===== src/rtl/pwm_shadow_reg_bank_if.sv =====
// Host-side bus of the PWM shadow register bank: write port, commit/period
// controls, readback port and the active-rank / status outputs.
interface pwm_shadow_reg_bank_if #(
  parameter int BitWidth  = 8,
  parameter int Channels  = 8,
  parameter int AddrWidth = 3
);
  logic                          WR_EN;
  logic [AddrWidth-1:0]          WR_ADDR;
  logic [BitWidth-1:0]           WR_DATA;
  logic                          COMMIT;
  logic                          PERIOD_END;
  logic [AddrWidth-1:0]          RD_ADDR;
  logic                          RD_SEL;
  logic [BitWidth-1:0]           RD_DATA;
  logic [Channels*BitWidth-1:0]  ACTIVE_OUT;
  logic                          PENDING;
  logic                          UPDATED;

  modport master (
    output WR_EN, WR_ADDR, WR_DATA, COMMIT, PERIOD_END, RD_ADDR, RD_SEL,
    input  RD_DATA, ACTIVE_OUT, PENDING, UPDATED
  );

  modport slave (
    input  WR_EN, WR_ADDR, WR_DATA, COMMIT, PERIOD_END, RD_ADDR, RD_SEL,
    output RD_DATA, ACTIVE_OUT, PENDING, UPDATED
  );
endinterface


===== src/rtl/pwm_shadow_reg_bank.sv =====
// Double-buffered per-channel PWM duty/config words. Host writes land in the
// shadow rank; a commit arms a transfer that copies the whole shadow rank into
// the active rank at the next PWM period boundary.
module pwm_shadow_reg_bank #(
  parameter int BitWidth  = 8,
  parameter int Channels  = 8,
  parameter int AddrWidth = 3
) (
  input  logic                   CLK,
  input  logic                   RST,
  pwm_shadow_reg_bank_if.slave   bus
);
  typedef enum logic {IDLE, ARMED} state_t;

  localparam logic [AddrWidth:0] CH_LIM = (AddrWidth+1)'(Channels);

  state_t                                 state_q, state_d;
  logic [Channels-1:0][BitWidth-1:0]      shadow_q, shadow_d;
  logic [Channels-1:0][BitWidth-1:0]      active_q, active_d;
  logic [BitWidth-1:0]                    rd_data_q, rd_data_d;
  logic                                   updated_q, updated_d;
  logic                                   xfer;
  logic                                   wr_ok, rd_ok;

  assign wr_ok = bus.WR_EN && ({1'b0, bus.WR_ADDR} < CH_LIM);
  assign rd_ok = {1'b0, bus.RD_ADDR} < CH_LIM;

  // Commit FSM: a commit coinciding with a period end transfers at once,
  // otherwise it arms and waits; further commits while armed are absorbed.
  always_comb begin
    state_d = state_q;
    xfer    = 1'b0;
    case (state_q)
      IDLE: begin
        if (bus.COMMIT && bus.PERIOD_END) xfer = 1'b1;
        else if (bus.COMMIT)              state_d = ARMED;
      end
      ARMED: begin
        if (bus.PERIOD_END) begin
          xfer    = 1'b1;
          state_d = IDLE;
        end
      end
      default: state_d = IDLE;
    endcase
  end

  // Register ranks: transfer samples the pre-edge shadow, so a same-cycle
  // write reaches shadow only; out-of-range writes/reads are inert.
  always_comb begin
    shadow_d  = shadow_q;
    active_d  = active_q;
    rd_data_d = '0;
    updated_d = xfer;
    if (wr_ok) shadow_d[bus.WR_ADDR] = bus.WR_DATA;
    if (xfer)  active_d = shadow_q;
    if (rd_ok) rd_data_d = bus.RD_SEL ? active_q[bus.RD_ADDR] : shadow_q[bus.RD_ADDR];
  end

  // State registers with synchronous reset that overrides everything.
  always_ff @(posedge CLK) begin
    if (RST) begin
      state_q   <= IDLE;
      shadow_q  <= '0;
      active_q  <= '0;
      rd_data_q <= '0;
      updated_q <= 1'b0;
    end else begin
      state_q   <= state_d;
      shadow_q  <= shadow_d;
      active_q  <= active_d;
      rd_data_q <= rd_data_d;
      updated_q <= updated_d;
    end
  end

  assign bus.ACTIVE_OUT = active_q;
  assign bus.RD_DATA    = rd_data_q;
  assign bus.PENDING    = (state_q == ARMED);
  assign bus.UPDATED    = updated_q;
endmodule


===== src/flat_wrapper.sv =====
// flat-port wrapper written by rule: the top's interface ports become plain ports
module pwm_shadow_reg_bank_flat 
#(
  parameter int BitWidth  = 8,
  parameter int Channels  = 8,
  parameter int AddrWidth = 3
)
  (CLK, RST, bus_WR_EN, bus_WR_ADDR, bus_WR_DATA, bus_COMMIT, bus_PERIOD_END, bus_RD_ADDR, bus_RD_SEL, bus_RD_DATA, bus_ACTIVE_OUT, bus_PENDING, bus_UPDATED);
  pwm_shadow_reg_bank_if #(.BitWidth(BitWidth), .Channels(Channels), .AddrWidth(AddrWidth)) bus_i ();
  input  logic CLK;
  input  logic RST;
  input wire logic [$bits(bus_i.WR_EN)-1:0] bus_WR_EN;
  input wire logic [$bits(bus_i.WR_ADDR)-1:0] bus_WR_ADDR;
  input wire logic [$bits(bus_i.WR_DATA)-1:0] bus_WR_DATA;
  input wire logic [$bits(bus_i.COMMIT)-1:0] bus_COMMIT;
  input wire logic [$bits(bus_i.PERIOD_END)-1:0] bus_PERIOD_END;
  input wire logic [$bits(bus_i.RD_ADDR)-1:0] bus_RD_ADDR;
  input wire logic [$bits(bus_i.RD_SEL)-1:0] bus_RD_SEL;
  output wire logic [$bits(bus_i.RD_DATA)-1:0] bus_RD_DATA;
  output wire logic [$bits(bus_i.ACTIVE_OUT)-1:0] bus_ACTIVE_OUT;
  output wire logic [$bits(bus_i.PENDING)-1:0] bus_PENDING;
  output wire logic [$bits(bus_i.UPDATED)-1:0] bus_UPDATED;
  assign bus_i.WR_EN = bus_WR_EN;
  assign bus_i.WR_ADDR = bus_WR_ADDR;
  assign bus_i.WR_DATA = bus_WR_DATA;
  assign bus_i.COMMIT = bus_COMMIT;
  assign bus_i.PERIOD_END = bus_PERIOD_END;
  assign bus_i.RD_ADDR = bus_RD_ADDR;
  assign bus_i.RD_SEL = bus_RD_SEL;
  assign bus_RD_DATA = bus_i.RD_DATA;
  assign bus_ACTIVE_OUT = bus_i.ACTIVE_OUT;
  assign bus_PENDING = bus_i.PENDING;
  assign bus_UPDATED = bus_i.UPDATED;
  pwm_shadow_reg_bank #(.BitWidth(BitWidth), .Channels(Channels), .AddrWidth(AddrWidth)) u_core (.CLK(CLK), .RST(RST), .bus(bus_i));
endmodule

===== config.mk =====
export PLATFORM = sky130hd
export DESIGN_NAME = pwm_shadow_reg_bank_flat
export DESIGN_NICKNAME = d
export VERILOG_FILES = /design/src/rtl/pwm_shadow_reg_bank_if.sv /design/src/rtl/pwm_shadow_reg_bank.sv /design/src/flat_wrapper.sv
export SDC_FILE = /design/constraint.sdc
export NUM_CORES = 1
export LEC_CHECK = 0
export CAP_MARGIN = 10
export CORE_ASPECT_RATIO = 1.2
export CORE_MARGIN = 4
export CORE_UTILIZATION = 48
export CTS_CLUSTER_SIZE = 10
export DETAILED_ROUTE_END_ITERATION = 16
export GPL_ROUTABILITY_DRIVEN = 0
export PLACE_DENSITY = 0.76
export REMOVE_ABC_BUFFERS = 1
export SYNTH_ARGS = -nofsm -noshare
export SYNTH_HDL_FRONTEND = slang
export SYNTH_SLANG_ARGS = --single-unit
export TNS_END_PERCENT = 30

===== constraint.sdc =====
create_clock -name CLK -period 1.24 [get_ports CLK]
set_input_delay 0.186 -clock CLK [delete_from_list [all_inputs] [get_ports CLK]]
set_output_delay 0.186 -clock CLK [all_outputs]
set_load 0.02 [all_outputs]

==> impl_metrics.json <==
{
  "min_path_type": "input pin to flip-flop",
  "synth_top_area_frac": 0.468,
  "start_util": 0.490,
  "drv_slew": 0,
  "grt_pass1_vias": 5269,
  "layout.cells.non_filler": 951,
  "violations": "setup timing",
  "path_clk_slew_ns": 0.06,
  "holdCritStartpoint": "RST",
  "dp.cells": 913,
  "hold_depth": 4,
  "critPathMaxFanout": 16,
  "period_minus_slack_ns": 1.25,
  "clockBufferDepth": 2,
  "seq_power_share": 0.417,
  "syn_area_per_cell_um2": 9.24,
  "layout_common_cells": "nand2_1, dfxtp_1, a21oi_1, buf_4, buf_2",
  "wl_per_cell_um": 19.3,
  "hpwl_um": 11200,
  "grt-ovfl-total": 0,
  "worstHoldEndpoint": "u_core.bus.RD_DATA[0]",
  "arrival_ns": 1.61,
  "p_per_area_nw_per_um2": 1380,
  "finClkSkew_ns": 0.00578,
  "syn-cell-area_um2": 5910,
  "worst_slew_pin_slew_ns": 0.599,
  "finalCritPeriodShare": 1.01,
  "seq_area_frac_synth": 0.468,
  "peakVddDrop_mv": 0.910,
  "cts_sinks": 138,
  "wirelength_um": 18400,
  "viasPerCell": 5.76,
  "clk_latency_ns": 0.43,
  "grt_pass1_wl_um": 26800,
  "cts_tree": "built",
  "crit-reg2reg-capture": "u_core.bus.ACTIVE_OUT[54]",
  "placementRows": 44,
  "die_area_um2": 14200,
  "vias": 5474,
  "cpMostUsedCell": "buf_4",
  "layout_commonest_cell": "nand2_1",
  "synth_cell_types": 31,
  "antenna_left": 0,
  "cts_made_buffers": 17,
  "n_antenna_cell": 0,
  "synth_cells": 639,
  "whs_ns": 0.244,
  "fillers": 960,
  "core_area_um2": 12100,
  "power_frac_clock": 0.500,
  "reg2reg_from": "u_core.bus.PENDING",
  "portBuffers": 93,
  "grt_usage": 0.244,
  "cp_slowest_cell": "dfxtp_1",
  "maxCapViolations": 0,
  "cts_htree_levels": 4,
  "ff2ff_path_depth": 6,
  "setup-violations-final": 2,
  "p_int_mw": 8.44,
  "area_growth_syn_to_layout_pct": 33.8,
  "grt_max_degree": 131,
  "io_pins": 94,
  "p_leak_nw": 3.14,
  "outcome": "finished, violations left",
  "drc": 0,
  "switching_power_mw": 2.46,
  "first_pass_iters": 6,
  "final-hold-violation-count": 0,
  "drive_gt1_frac": 0.297,
  "reg2reg_slack_ns": -0.01,
  "die_h_um": 130,
  "slowest_delay_ns": 0.31,
  "rsz0062_at_grt": "true",
  "drt_iter0_markers": 364,
  "yosysTopAreaCell": "dfxtp_1",
  "antenna_found_initial": 0,
  "synth_seq_cells": 138,
  "fin_util": 0.655,
  "crit_type": "flip-flop to flip-flop",
  "fp.dieW_um": 109,
  "crit_required_ns": 1.59,
  "fmax_ghz": 0.797,
  "crit_chain": "buf_4, o21ai_4, buf_4, buf_12, nand2_1, a21oi_2",
  "num-nets-final": 797,
  "critPathCaptureType": "flip-flop",
  "slew_headroom": 0.601,
  "yosys_warnings": 0,
  "worst_setup_path_start_kind": "flip-flop",
  "sw_frac_of_total": 0.226,
  "p_comb_frac": 0.083,
  "synth_area_leaders": "dfxtp_1, nand2_1, mux4_1",
  "setup_ws_ns": -0.0146,
  "root_buffer": "clkbuf_16"
}
metal layers:
metal / routed length (um) / global-route usage / up-vias
met5: 0 / 0 / -
met4: 542 / 0.0888 / 0
met3: 1460 / 0.0513 / 47
met2: 9290 / 0.413 / 290
met1: 7070 / 0.308 / 2681
li1: - / - / 2456
cell usage after synthesis, drive strengths merged:
cell type	count
nand2	208
dfxtp	138
a21oi	105
mux2i	38
clkbuf	32
mux4	32
buf	29
nor2	27
o22ai	7
and4b	3
nand4b	3
nor3	2
nor4bb	2
a211oi	1
a2bb2oi	1
a32oi	1
and4	1
and4bb	1
nand2b	1
nand4	1
nor2b	1
nor4b	1
o21a	1
o21ai	1
or2	1
or4b	1
worst max-delay path, delay by kind of cell, from the launching register on:
| family | cells | cell delay (ns) |
|---|---|---|
| buffers and inverters | 3 | 0.46 |
| flip-flops | 1 | 0.31 |
| AO/OA/AOI/OAI | 2 | 0.30 |
| AND/OR/NAND/NOR | 1 | 0.09 |
power groups by stage:
stage / combinational (mW) / sequential (mW) / clock (mW)
floorplan: 0.256 / 4.66 / 0
global placement: 0.805 / 4.64 / 0
detailed placement: 0.827 / 4.64 / 0
CTS: 0.831 / 4.55 / 5.44
global route: 0.957 / 4.55 / 5.64
finish: 0.904 / 4.55 / 5.45
layout make-up:
| cell class | count | area, um^2 | share of cell area |
|---|---|---|---|
| Clock buffer | 19 | 433 | 0.0548 |
| Clock inverter | 13 | 200 | 0.0253 |
| Multi-Input combinational cell | 440 | 2840 | 0.360 |
| Sequential cell | 138 | 2770 | 0.351 |
| Tap cell | 161 | 201 | 0.0255 |
| Timing Repair Buffer | 180 | 1450 | 0.184 |
cells by family (layout without fill, tap and decap cells):
group / count (synthesis) / count (layout) / synth area share
simple gates: 253 / 253 / 0.176
flops: 138 / 138 / 0.468
compound gates: 117 / 117 / 0.103
mux: 70 / 70 / 0.204
buf+inv: 61 / 212 / 0.0494
state kept, by name (all words and copies together) (netlist names):
name                   flops
u_core.bus.UPDATED         1
u_core.shadow_q           64
u_core.bus.RD_DATA         8
u_core.bus.ACTIVE_OUT     64
u_core.bus.PENDING         1
worst max path at each step:
stage                             from                         to  slack (ns)  depth (start not counted)
global placement        bus_WR_ADDR[2]         u_core.shadow_q[6]       -0.56                          4
CTS                 u_core.shadow_q[8]      u_core.bus.RD_DATA[0]       -0.03                          3
detailed placement      bus_WR_ADDR[2]         u_core.shadow_q[7]       -0.63                          4
global route        u_core.bus.PENDING  u_core.bus.ACTIVE_OUT[54]       -0.07                          6
floorplan           u_core.bus.PENDING   u_core.bus.ACTIVE_OUT[0]       -2.88                          3
finish              u_core.bus.PENDING  u_core.bus.ACTIVE_OUT[54]       -0.01                          6
per-stage QoR:
stage,total power [mW],cell area [um^2],setup slack (ns),setup TNS [ns]
2_1_floorplan,4.91,5620,-2.88,-196.65
4_1_cts,10.8,8090,-0.0340,-0.0644
5_1_grt,11.2,7900,-0.0651,-2.19
3_3_place_gp,5.44,7490,-0.563,-38.38
6_report,10.9,7900,-0.0146,-0.0207
3_5_place_dp,5.47,7490,-0.625,-44.63
repair_timing:
| action | in CTS | in global routing |
|---|---|---|
| hold buffers | 0 | 0 |
| endpoints found under the setup margin | 111 | 76 |
| gates resized for setup | 240 | 87 |
| gates cloned | 0 | 4 |
| setup buffers | 0 | 2 |
| pin swaps | 1 | 4 |
No activity file was read; power rests on OpenSTA's default activity.
